===== src/rtl/mgt_wb_splitter_pkg.sv =====
// Shared types and helpers for the management Wishbone splitter.
package mgt_wb_splitter_pkg;

   typedef enum logic [1:0] {ST_IDLE, ST_ISSUE, ST_RESP} state_e;

   localparam logic [31:0] ERR_DATA_DEF = 32'hBADC_0FFE;

   // Index field width; a single slave still gets one index bit.
   function automatic int idx_w(input int n);
      return (n <= 2) ? 1 : $clog2(n);
   endfunction

endpackage


===== src/rtl/mgt_wb_splitter_if.sv =====
// Classic Wishbone management bus between the SoC master and the splitter.
interface mgt_wb_splitter_if;
   logic        cyc_i;
   logic        stb_i;
   logic        we_i;
   logic [3:0]  sel_i;
   logic [31:0] adr_i;
   logic [31:0] dat_i;
   logic        ack_o;
   logic [31:0] dat_o;

   modport master (output cyc_i, stb_i, we_i, sel_i, adr_i, dat_i, input ack_o, dat_o);
   modport slave  (input cyc_i, stb_i, we_i, sel_i, adr_i, dat_i, output ack_o, dat_o);
endinterface


===== src/rtl/mgt_wb_splitter_decode.sv =====
// Combinational address decode: base match plus in-range slave index.
module mgt_wb_splitter_decode #(
   parameter int          NUM_SLAVES = 4,
   parameter int          IDX_LSB    = 16,
   parameter int          IDX_W      = 2,
   parameter logic [31:0] BASE       = 32'h3000
) (
   input  logic [31-IDX_LSB:0]   i_adr_hi,
   output logic                  o_hit,
   output logic [IDX_W-1:0]      o_idx,
   output logic [NUM_SLAVES-1:0] o_onehot
);
   localparam int HI_W = 32 - IDX_LSB;

   logic w_base_ok;

   // BASE is adr[31:IDX_LSB] of slave 0; the index bits sit in its low IDX_W bits.
   assign w_base_ok = (i_adr_hi[HI_W-1:IDX_W] == BASE[HI_W-1:IDX_W]);
   assign o_idx     = i_adr_hi[IDX_W-1:0];
   assign o_hit     = w_base_ok && (32'(o_idx) < NUM_SLAVES);

   for (genvar n = 0; n < NUM_SLAVES; n++) begin : g_oh
      assign o_onehot[n] = o_hit && (o_idx == IDX_W'(n));
   end
endmodule


===== src/rtl/mgt_wb_splitter.sv =====
// Management Wishbone splitter: registered decode, per-transaction timeout, error ack.
module mgt_wb_splitter
   import mgt_wb_splitter_pkg::*;
#(
   parameter int          NUM_SLAVES = 4,
   parameter int          IDX_LSB    = 16,
   parameter logic [31:0] BASE       = 32'h3000,
   parameter int          TIMEOUT    = 255,
   parameter logic [31:0] ERR_DATA   = ERR_DATA_DEF
) (
   input  logic                     mgt_wb_clk_i,
   input  logic                     mgt_wb_rst_n_i,
   mgt_wb_splitter_if.slave         mgt_wb,
   output logic [NUM_SLAVES-1:0]    s_cyc_o,
   output logic [NUM_SLAVES-1:0]    s_stb_o,
   output logic                     s_we_o,
   output logic [3:0]               s_sel_o,
   output logic [31:0]              s_adr_o,
   output logic [31:0]              s_dat_o,
   input  logic [NUM_SLAVES-1:0]    s_ack_i,
   input  logic [32*NUM_SLAVES-1:0] s_dat_i,
   output logic                     err_pulse_o,
   output logic [31:0]              err_adr_o
);
   localparam int IDX_W = idx_w(NUM_SLAVES);
   localparam int CNT_W = $clog2(TIMEOUT + 1);

   state_e                r_state, w_nxt;
   logic [IDX_W-1:0]      r_idx;
   logic [CNT_W-1:0]      r_cnt;
   logic [NUM_SLAVES-1:0] r_stb;
   logic                  r_ack, r_err;
   logic [31:0]           r_rdat, r_err_adr;

   logic                  w_req, w_hit, w_go_issue, w_go_ack, w_go_err;
   logic [IDX_W-1:0]      w_idx;
   logic [NUM_SLAVES-1:0] w_onehot;
   logic [31:0]           w_sdat;

   mgt_wb_splitter_decode #(
      .NUM_SLAVES(NUM_SLAVES), .IDX_LSB(IDX_LSB), .IDX_W(IDX_W), .BASE(BASE)
   ) u_dec (
      .i_adr_hi (mgt_wb.adr_i[31:IDX_LSB]),
      .o_hit    (w_hit),
      .o_idx    (w_idx),
      .o_onehot (w_onehot)
   );

   assign w_req  = mgt_wb.cyc_i & mgt_wb.stb_i;
   assign w_sdat = s_dat_i[{r_idx, 5'b0} +: 32];

   always_comb begin
      w_nxt      = r_state;
      w_go_issue = 1'b0;
      w_go_ack   = 1'b0;
      w_go_err   = 1'b0;
      case (r_state)
         ST_IDLE: if (w_req) begin
            if (w_hit) begin w_nxt = ST_ISSUE; w_go_issue = 1'b1; end
            else       begin w_nxt = ST_RESP;  w_go_err   = 1'b1; end
         end
         // Abort beats ack; ack beats timeout in the same cycle.
         ST_ISSUE: begin
            if (!mgt_wb.cyc_i)                  w_nxt = ST_IDLE;
            else if (s_ack_i[r_idx])            begin w_nxt = ST_RESP; w_go_ack = 1'b1; end
            else if (r_cnt == CNT_W'(TIMEOUT))  begin w_nxt = ST_RESP; w_go_err = 1'b1; end
         end
         ST_RESP: w_nxt = ST_IDLE;
         default: w_nxt = ST_IDLE;
      endcase
   end

   always_ff @(posedge mgt_wb_clk_i or negedge mgt_wb_rst_n_i) begin
      if (!mgt_wb_rst_n_i) begin
         r_state   <= ST_IDLE;
         r_idx     <= '0;
         r_cnt     <= '0;
         r_stb     <= '0;
         r_ack     <= 1'b0;
         r_err     <= 1'b0;
         r_rdat    <= '0;
         r_err_adr <= '0;
         s_we_o    <= 1'b0;
         s_sel_o   <= '0;
         s_adr_o   <= '0;
         s_dat_o   <= '0;
      end else begin
         r_state <= w_nxt;
         r_ack   <= (w_nxt == ST_RESP);
         r_err   <= w_go_err;
         if (r_state == ST_IDLE && w_req) begin
            s_we_o  <= mgt_wb.we_i;
            s_sel_o <= mgt_wb.sel_i;
            s_adr_o <= mgt_wb.adr_i;
            s_dat_o <= mgt_wb.dat_i;
            r_idx   <= w_idx;
         end
         r_stb <= (w_nxt != ST_ISSUE) ? '0 : (w_go_issue ? w_onehot : r_stb);
         if (w_go_issue)              r_cnt <= '0;
         else if (r_state == ST_ISSUE) r_cnt <= r_cnt + 1'b1;
         if (w_go_ack) r_rdat <= w_sdat;
         if (w_go_err) begin
            r_rdat    <= ERR_DATA;
            // A decode miss has not latched the address yet.
            r_err_adr <= (r_state == ST_IDLE) ? mgt_wb.adr_i : s_adr_o;
         end
      end
   end

   assign s_cyc_o      = r_stb;
   assign s_stb_o      = r_stb;
   assign mgt_wb.ack_o = r_ack;
   assign mgt_wb.dat_o = r_rdat;
   assign err_pulse_o  = r_err;
   assign err_adr_o    = r_err_adr;
endmodule


===== src/flat_wrapper.sv =====
// flat-port wrapper written by rule: the top's interface ports become plain ports
module mgt_wb_splitter_flat import mgt_wb_splitter_pkg::*;
#(
   parameter int          NUM_SLAVES = 4,
   parameter int          IDX_LSB    = 16,
   parameter logic [31:0] BASE       = 32'h3000,
   parameter int          TIMEOUT    = 255,
   parameter logic [31:0] ERR_DATA   = ERR_DATA_DEF
)
  (mgt_wb_clk_i, mgt_wb_rst_n_i, s_cyc_o, s_stb_o, s_we_o, s_sel_o, s_adr_o, s_dat_o, s_ack_i, s_dat_i, err_pulse_o, err_adr_o, mgt_wb_cyc_i, mgt_wb_stb_i, mgt_wb_we_i, mgt_wb_sel_i, mgt_wb_adr_i, mgt_wb_dat_i, mgt_wb_ack_o, mgt_wb_dat_o);
  mgt_wb_splitter_if mgt_wb_i ();
  input  logic mgt_wb_clk_i;
  input  logic mgt_wb_rst_n_i;
  output logic [NUM_SLAVES-1:0] s_cyc_o;
  output logic [NUM_SLAVES-1:0] s_stb_o;
  output logic s_we_o;
  output logic [3:0] s_sel_o;
  output logic [31:0] s_adr_o;
  output logic [31:0] s_dat_o;
  input  logic [NUM_SLAVES-1:0] s_ack_i;
  input  logic [32*NUM_SLAVES-1:0] s_dat_i;
  output logic err_pulse_o;
  output logic [31:0] err_adr_o;
  input wire logic [$bits(mgt_wb_i.cyc_i)-1:0] mgt_wb_cyc_i;
  input wire logic [$bits(mgt_wb_i.stb_i)-1:0] mgt_wb_stb_i;
  input wire logic [$bits(mgt_wb_i.we_i)-1:0] mgt_wb_we_i;
  input wire logic [$bits(mgt_wb_i.sel_i)-1:0] mgt_wb_sel_i;
  input wire logic [$bits(mgt_wb_i.adr_i)-1:0] mgt_wb_adr_i;
  input wire logic [$bits(mgt_wb_i.dat_i)-1:0] mgt_wb_dat_i;
  output wire logic [$bits(mgt_wb_i.ack_o)-1:0] mgt_wb_ack_o;
  output wire logic [$bits(mgt_wb_i.dat_o)-1:0] mgt_wb_dat_o;
  assign mgt_wb_i.cyc_i = mgt_wb_cyc_i;
  assign mgt_wb_i.stb_i = mgt_wb_stb_i;
  assign mgt_wb_i.we_i = mgt_wb_we_i;
  assign mgt_wb_i.sel_i = mgt_wb_sel_i;
  assign mgt_wb_i.adr_i = mgt_wb_adr_i;
  assign mgt_wb_i.dat_i = mgt_wb_dat_i;
  assign mgt_wb_ack_o = mgt_wb_i.ack_o;
  assign mgt_wb_dat_o = mgt_wb_i.dat_o;
  mgt_wb_splitter #(.NUM_SLAVES(NUM_SLAVES), .IDX_LSB(IDX_LSB), .BASE(BASE), .TIMEOUT(TIMEOUT), .ERR_DATA(ERR_DATA)) u_core (.mgt_wb_clk_i(mgt_wb_clk_i), .mgt_wb_rst_n_i(mgt_wb_rst_n_i), .mgt_wb(mgt_wb_i), .s_cyc_o(s_cyc_o), .s_stb_o(s_stb_o), .s_we_o(s_we_o), .s_sel_o(s_sel_o), .s_adr_o(s_adr_o), .s_dat_o(s_dat_o), .s_ack_i(s_ack_i), .s_dat_i(s_dat_i), .err_pulse_o(err_pulse_o), .err_adr_o(err_adr_o));
endmodule

===== config.mk =====
export PLATFORM = sky130hd
export DESIGN_NAME = mgt_wb_splitter_flat
export DESIGN_NICKNAME = d
export VERILOG_FILES = /design/src/rtl/mgt_wb_splitter_pkg.sv /design/src/rtl/mgt_wb_splitter_if.sv /design/src/rtl/mgt_wb_splitter_decode.sv /design/src/rtl/mgt_wb_splitter.sv /design/src/flat_wrapper.sv
export SDC_FILE = /design/constraint.sdc
export NUM_CORES = 1
export LEC_CHECK = 0
export ABC_AREA = 1
export CORE_MARGIN = 8
export CORE_UTILIZATION = 42
export CTS_CLUSTER_SIZE = 20
export DETAILED_ROUTE_END_ITERATION = 10
export GPL_TIMING_DRIVEN = 1
export PLACE_DENSITY = 0.84
export SETUP_SLACK_MARGIN = 0.2
export SYNTH_ARGS = -nofsm -noshare
export SYNTH_HDL_FRONTEND = slang
export SYNTH_SLANG_ARGS = --single-unit

===== constraint.sdc =====
create_clock -name mgt_wb_clk_i -period 1.9 [get_ports mgt_wb_clk_i]
set_clock_uncertainty 0.05 [all_clocks]
set_input_delay 0.38 -clock mgt_wb_clk_i [delete_from_list [all_inputs] [get_ports mgt_wb_clk_i]]
set_output_delay 0.38 -clock mgt_wb_clk_i [all_outputs]
set_load 0.005 [all_outputs]

* Word level (Yosys, flattened, before mapping)
Index checks and enable logic that the tools add are counted. Widths: inputs -> output; s select.
Cells by class: eq/ne operators 8, shift operators 1, add/sub/neg operators 1, mux-type cells 27, magnitude comparators 1, bitwise operators 1, reduce and logical (&&, ||, !) cells 10
Operators by type and width (count):
- $shiftx 128x8->32 | 1
- $mux 32 | 3
- $mux 8 | 2
- $eq 14x12->1 const B | 1
- $mux 1 | 12
- $mux 2 | 5
- $add 8x1->8 const B | 1
- $eq 8x8->1 const B | 1
- $mux 4 | 2
- $eq 2x2->1 const B | 3
- $reduce_bool 2->1 | 3
- $logic_and 1x1->1 | 5
- $eq 2x1->1 const B | 2
- $logic_not 2->1 | 2
- $pmux 2 s2 | 1
- $lt 2x3->1 const B | 1
- $bmux 1 s2 | 1
- $ne 2x1->1 const B | 1
- $pmux 1 s2 | 1
- $and 1x1->1 | 1
Word-level totals: output and inout port bits 143, logic and storage cells 61, flip-flop bits (word level) 151, bits of input ports 205

* Logic depth before layout (Yosys ltp)
depth in word-level cells 7, gate-level depth with buffers 10, depth with buffers taken out 9

* By module
Synthesis repeated with hierarchy kept, for this count alone.
Unflattened totals: cell total of the unflattened synthesis 938, area total of the unflattened synthesis 7508.5 µm²
Modules (own cells, without submodules):
- mgt_wb_splitter | times used 1, cells each 911, sequential area each 3778.6 µm², area each 7394.6 µm²
- mgt_wb_splitter_decode | times used 1, cells each 27, sequential area each 0.0 µm², area each 113.9 µm²

* Worst setup path before layout
Ideal clock, no wire load.
kind reg2reg, start register u_core.r_cnt[0], end register u_core.r_rdat[10] (netlist: u_core.mgt_wb.dat_o[10]), arrival time 1321 ps, stages on the path, launching flop included 11, buffers on the path 1, path slack 405 ps, period minus slack after synthesis 1495 ps, library setup time 124 ps, required time 1726 ps, path through dfrtp_1 ha_1 nand2_1 nor2_2 nand2_2 nor2_4 nand2_4 nand2_8 inv_4 buf_6 nand3_2
Between the ends: longest elaborated chain between the ends 6, elaborated cells between the ends (all ways) 7, classes of those cells eq/ne: 1; mux: 5; reduce/logical: 1
RTL lines:
- from (decl) | RTL line mgt_wb_splitter.sv:30 | logic [CNT_W-1:0] r_cnt;
- from (signal assigned) | RTL line mgt_wb_splitter.sv:100 | else if (r_state == ST_ISSUE) r_cnt <= r_cnt + 1'b1;
- $eq 8x8->1 (*) | RTL line mgt_wb_splitter.sv:66 | else if (r_cnt == CNT_W'(TIMEOUT)) begin w_nxt = ST_RESP; w_go_err = 1'b1; end
- $mux 1 (*) | RTL line mgt_wb_splitter.sv:66
- $mux 1 (*) | RTL line mgt_wb_splitter.sv:65 | else if (s_ack_i[r_idx]) begin w_nxt = ST_RESP; w_go_ack = 1'b1; end
- $mux 1 (*) | RTL line mgt_wb_splitter.sv:64 | if (!mgt_wb.cyc_i) w_nxt = ST_IDLE;
- $pmux 1 s2 (*) | RTL line mgt_wb_splitter.sv:57 | case (r_state)
- $mux 32 / $reduce_bool 2->1 (equally long branches)
- to (signal assigned) | RTL line mgt_wb_splitter.sv:101 | if (w_go_ack) r_rdat <= w_sdat;
- to (decl) | RTL line mgt_wb_splitter.sv:33 | logic [31:0] r_rdat, r_err_adr;
Every way passes the cells marked *; elsewhere a longest branch is shown, timed or not. A chain may end at the register's enable or synchronous reset.

==> metrics.txt <==
Post-Place Cells=1540; worst setup path category=reg2reg; mux contribution to synthesized area=0%; hpwl dp=21800 um; WP data required=2150 ps; Initial Util=between 40% and 50%; Flop pwr share=37.8%; CP most frequent cell=inv_6; Worst Path Arrival=1940 ps; Hold EP=u_core.s_sel_o[1]; largest net degree at the start of global routing=50; Tcrit/Tclk final=88.8%; Clock transition at path regs=60 ps; non-filler instance count after layout=1600; NumNets Final=1565; syn_nets=1181; DR vias/cell=5.19; Syn Std Cell Area=7470 um2; startpoint types=flip-flop; worst reg2reg endpoint=u_core.mgt_wb.dat_o[19]; DR WL/cell=18.8 um; GRT Residual Overflow=0; maximum capacitance violations=0; Hold Vio Cnt, Final=0; total DRC errors in the routed layout=0; Placer Congestion=approximately 0.93; R2R Path Start=u_core.s_adr_o[16]; outcome=completed; HP Start=u_core.s_sel_o[1]; final total power=9840 uW; Clock Tree Buf Depth=2; Final Slew Violations=0; hold slack final=423 ps; Clock power frac=37.3%; largest family of logic cells by synthesized area=simple AND/OR/NAND/NOR gates; syn avg cell area=around 7.7 um2; via count=8296; Detailed Routing Iterations Pass 1=5; Die Area=roughly 22000 um2; drt initial violations=386; initial antenna violation count=3; Top-Level Pins=between 300 and 400; Net Sw Frac=roughly 29%; Final WS setup=212 ps; layout cells sized above 1=between 10% and 20%; Synth Area in Compound Gates=12.0%; r2r setup slk=about 210 ps; dpl ws=-262 ps; Rows=48; Synth Instances=about 980; leakage dissipation=0.00606 uW; cell-internal power=7010 uW; Seq/Total Area, Yosys=49.9%; net switching power=2830 uW; Tmin final=~1700 ps; VDD IR max=0.631 mV; Root Buffer=clkbuf_16; Slowest-stage cell, CP=dfrtp_2; worst skew pair latency=420 ps; Reg2Reg Depth=10; Die W=149 um; crit-path max cell delay=410 ps; Port Buffers=347; post-synthesis xor/xnor area fraction=0.234%; CTS tree=yes; CTS H-tree lvls=4; global-route usage over all layers=25.2%; vias in the first global route=8291; Die Y=between 100 and 150 um; Max Fclk=0.593 GHz; yosys warns=0; RSZ-0062 raised after global routing=true; Layout Area Growth over Synthesis=65.6%; PwrDens=around 800 nW/um2; Top delay family on crit path=simple AND/OR/NAND/NOR gates; Simple-Gate Fraction of Synth Area=30.5%; Setup crit end kind=flip-flop; worst hold stages=2; clock sink count=149; #FFs+latches synth=roughly 150; Routed WL=30100 um; CP bufs+invs=4; Routed Antenna Nets=0; Synth Area in Adders=0.167%; Final setup viols=0; crit path cell chain=buf_4 > inv_6 > nand2_1 > nand3_1 > nand2_2 > nand2_4 > nand2_8 > inv_6 > clkbuf_16 > nand3_2; Distinct cells, synth=29; Final Util=a little under three quarters; Core Region=17400 um2; Max FO, Critical Path=9; first-pass GRT wire length=~44000 um; Slew @ Worst Pin=roughly 540 ps; Max transition margin=63.6%; TritonCTS Buffers=17; path type of the worst min-delay path=reg2reg; Comb pwr share=24.8%
[cells by family (layout without fill, tap and decap cells)]
| group | count (synthesis) | after routing |
|---|---|---|
| AND/OR/NAND/NOR | 534 | 535 |
| buffers and inverters | 115 | 511 |
| AO/OA/AOI/OAI | 174 | 174 |
| XOR/XNOR | 2 | 2 |
| other | 0 | 3 |
| flip-flops | 149 | 149 |
| adder cells (fa/ha/maj) | 1 | 1 |
[power groups by stage]
stage | combinational [uW] | sequential (uW) | clock (uW)
5_1_grt | 2660 | 3760 | 3860
2_1_floorplan | 877 | 3800 | 0
3_3_place_gp | 2490 | 3770 | 0
3_5_place_dp | 2530 | 3780 | 0
4_1_cts | 2350 | 3720 | 3720
6_report | 2440 | 3720 | 3680
[cells in the mapped netlist]
cell type | n | area [um2]
nand2_4 | 1 | 11.3
clkinv_2 | 2 | 10.0
buf_2 | 24 | 120
buf_4 | 8 | 60.1
dfrtp_1 | 149 | 3730
xor2_1 | 2 | 17.5
nor2_2 | 1 | 6.26
inv_4 | 1 | 6.26
ha_1 | 1 | 12.5
nand2_1 | 330 | 1240
or2_1 | 1 | 6.26
nand3_1 | 53 | 265
buf_1 | 4 | 15.0
inv_2 | 4 | 15.0
nand2_8 | 1 | 20.0
nand3_4 | 1 | 17.5
nor2_1 | 112 | 420
buf_6 | 5 | 56.3
o21ai_0 | 119 | 596
clkbuf_1 | 23 | 86.3
o22ai_1 | 21 | 131
inv_1 | 44 | 165
a21oi_1 | 28 | 140
nand3_2 | 19 | 190
nand3b_1 | 2 | 15.0
nor2_4 | 2 | 22.5
o21ai_1 | 6 | 30.0
nand2_2 | 4 | 25.0
nand4_1 | 7 | 43.8
[per-stage QoR]
| stage | instance area, um2 | TNS [ps] |
|---|---|---|
| after floorplan | 7470 | 0 |
| after CTS | 12000 | 0 |
| after global routing | 12400 | 0 |
| final | 12400 | 0 |
| after detailed placement | 11400 | -12730 |
| after global placement | 11400 | -10200 |
[cell type report]
cell class,count,area (um2)
antenna,3,7.51
clock buffer,19,443
clock inverter,13,195
fill,1355,4980
inverter,51,208
multi-input combinational,712,3340
sequential,149,3730
tap,225,282
timing repair buffer,428,4170
[worst register-to-register path, delay by kind of cell, from the launching register on]
family,cells,cell delay [ps]
buffers and inverters,4,530
flip-flops,1,410
AND/OR/NAND/NOR,6,600
[worst max path at each step]
stage                  startpoint                      end  cells after the start
2_1_floorplan     u_core.r_cnt[0]  u_core.mgt_wb.dat_o[10]                     10
5_1_grt           u_core.r_cnt[1]     u_core.err_adr_o[13]                     10
6_report       u_core.s_adr_o[16]  u_core.mgt_wb.dat_o[19]                     10
3_3_place_gp     mgt_wb_adr_i[25]          u_core.r_cnt[2]                      9
4_1_cts        u_core.s_adr_o[16]              s_adr_o[16]                      2
3_5_place_dp     mgt_wb_adr_i[25]          u_core.r_cnt[2]                      9
[per-layer routing]
layer | global-route usage [%] | routed length (um)
met4 | 11.2 | 1110
met3 | 8.65 | 2970
met2 | 41.9 | 14800
met5 | 0 | 0
met1 | 28.8 | 11200
[placed cells by master (no fill, tap or decap), drive strengths merged, types with 4 or more instances in the layout]
master / count
buf: 74
nand3: 73
bufinv: 4
clkbuf: 26
dfrtp: 149
clkdlybuf4s50: 203
o21ai: 125
a21oi: 28
nor2: 115
nand4: 7
o22ai: 21
dlygate4sd2: 143
inv: 54
nand2: 337
[repair_timing]
action / 4_1_cts / 5_1_grt
pin swaps: 0 / 14
hold endpoints to repair: 41 / 0
cloned: 0 / 9
hold buffers: 1 / 0
setup buffers: 8 / 7
resized for setup: 149 / 41
endpoints found under the setup margin: 162 / 74
[sequential cells by signal, indices dropped and copies added, names as in the netlist]
register,flops
u_core.mgt_wb.ack_o,1
u_core.mgt_wb.dat_o,32
u_core.s_sel_o,4
u_core.err_adr_o,32
u_core.s_cyc_o,4
u_core.err_pulse_o,1
u_core.r_state,2
u_core.r_cnt,8
u_core.s_dat_o,32
u_core.s_we_o,1
u_core.s_adr_o,32
Note: power is estimated with default switching activity, not from simulation.
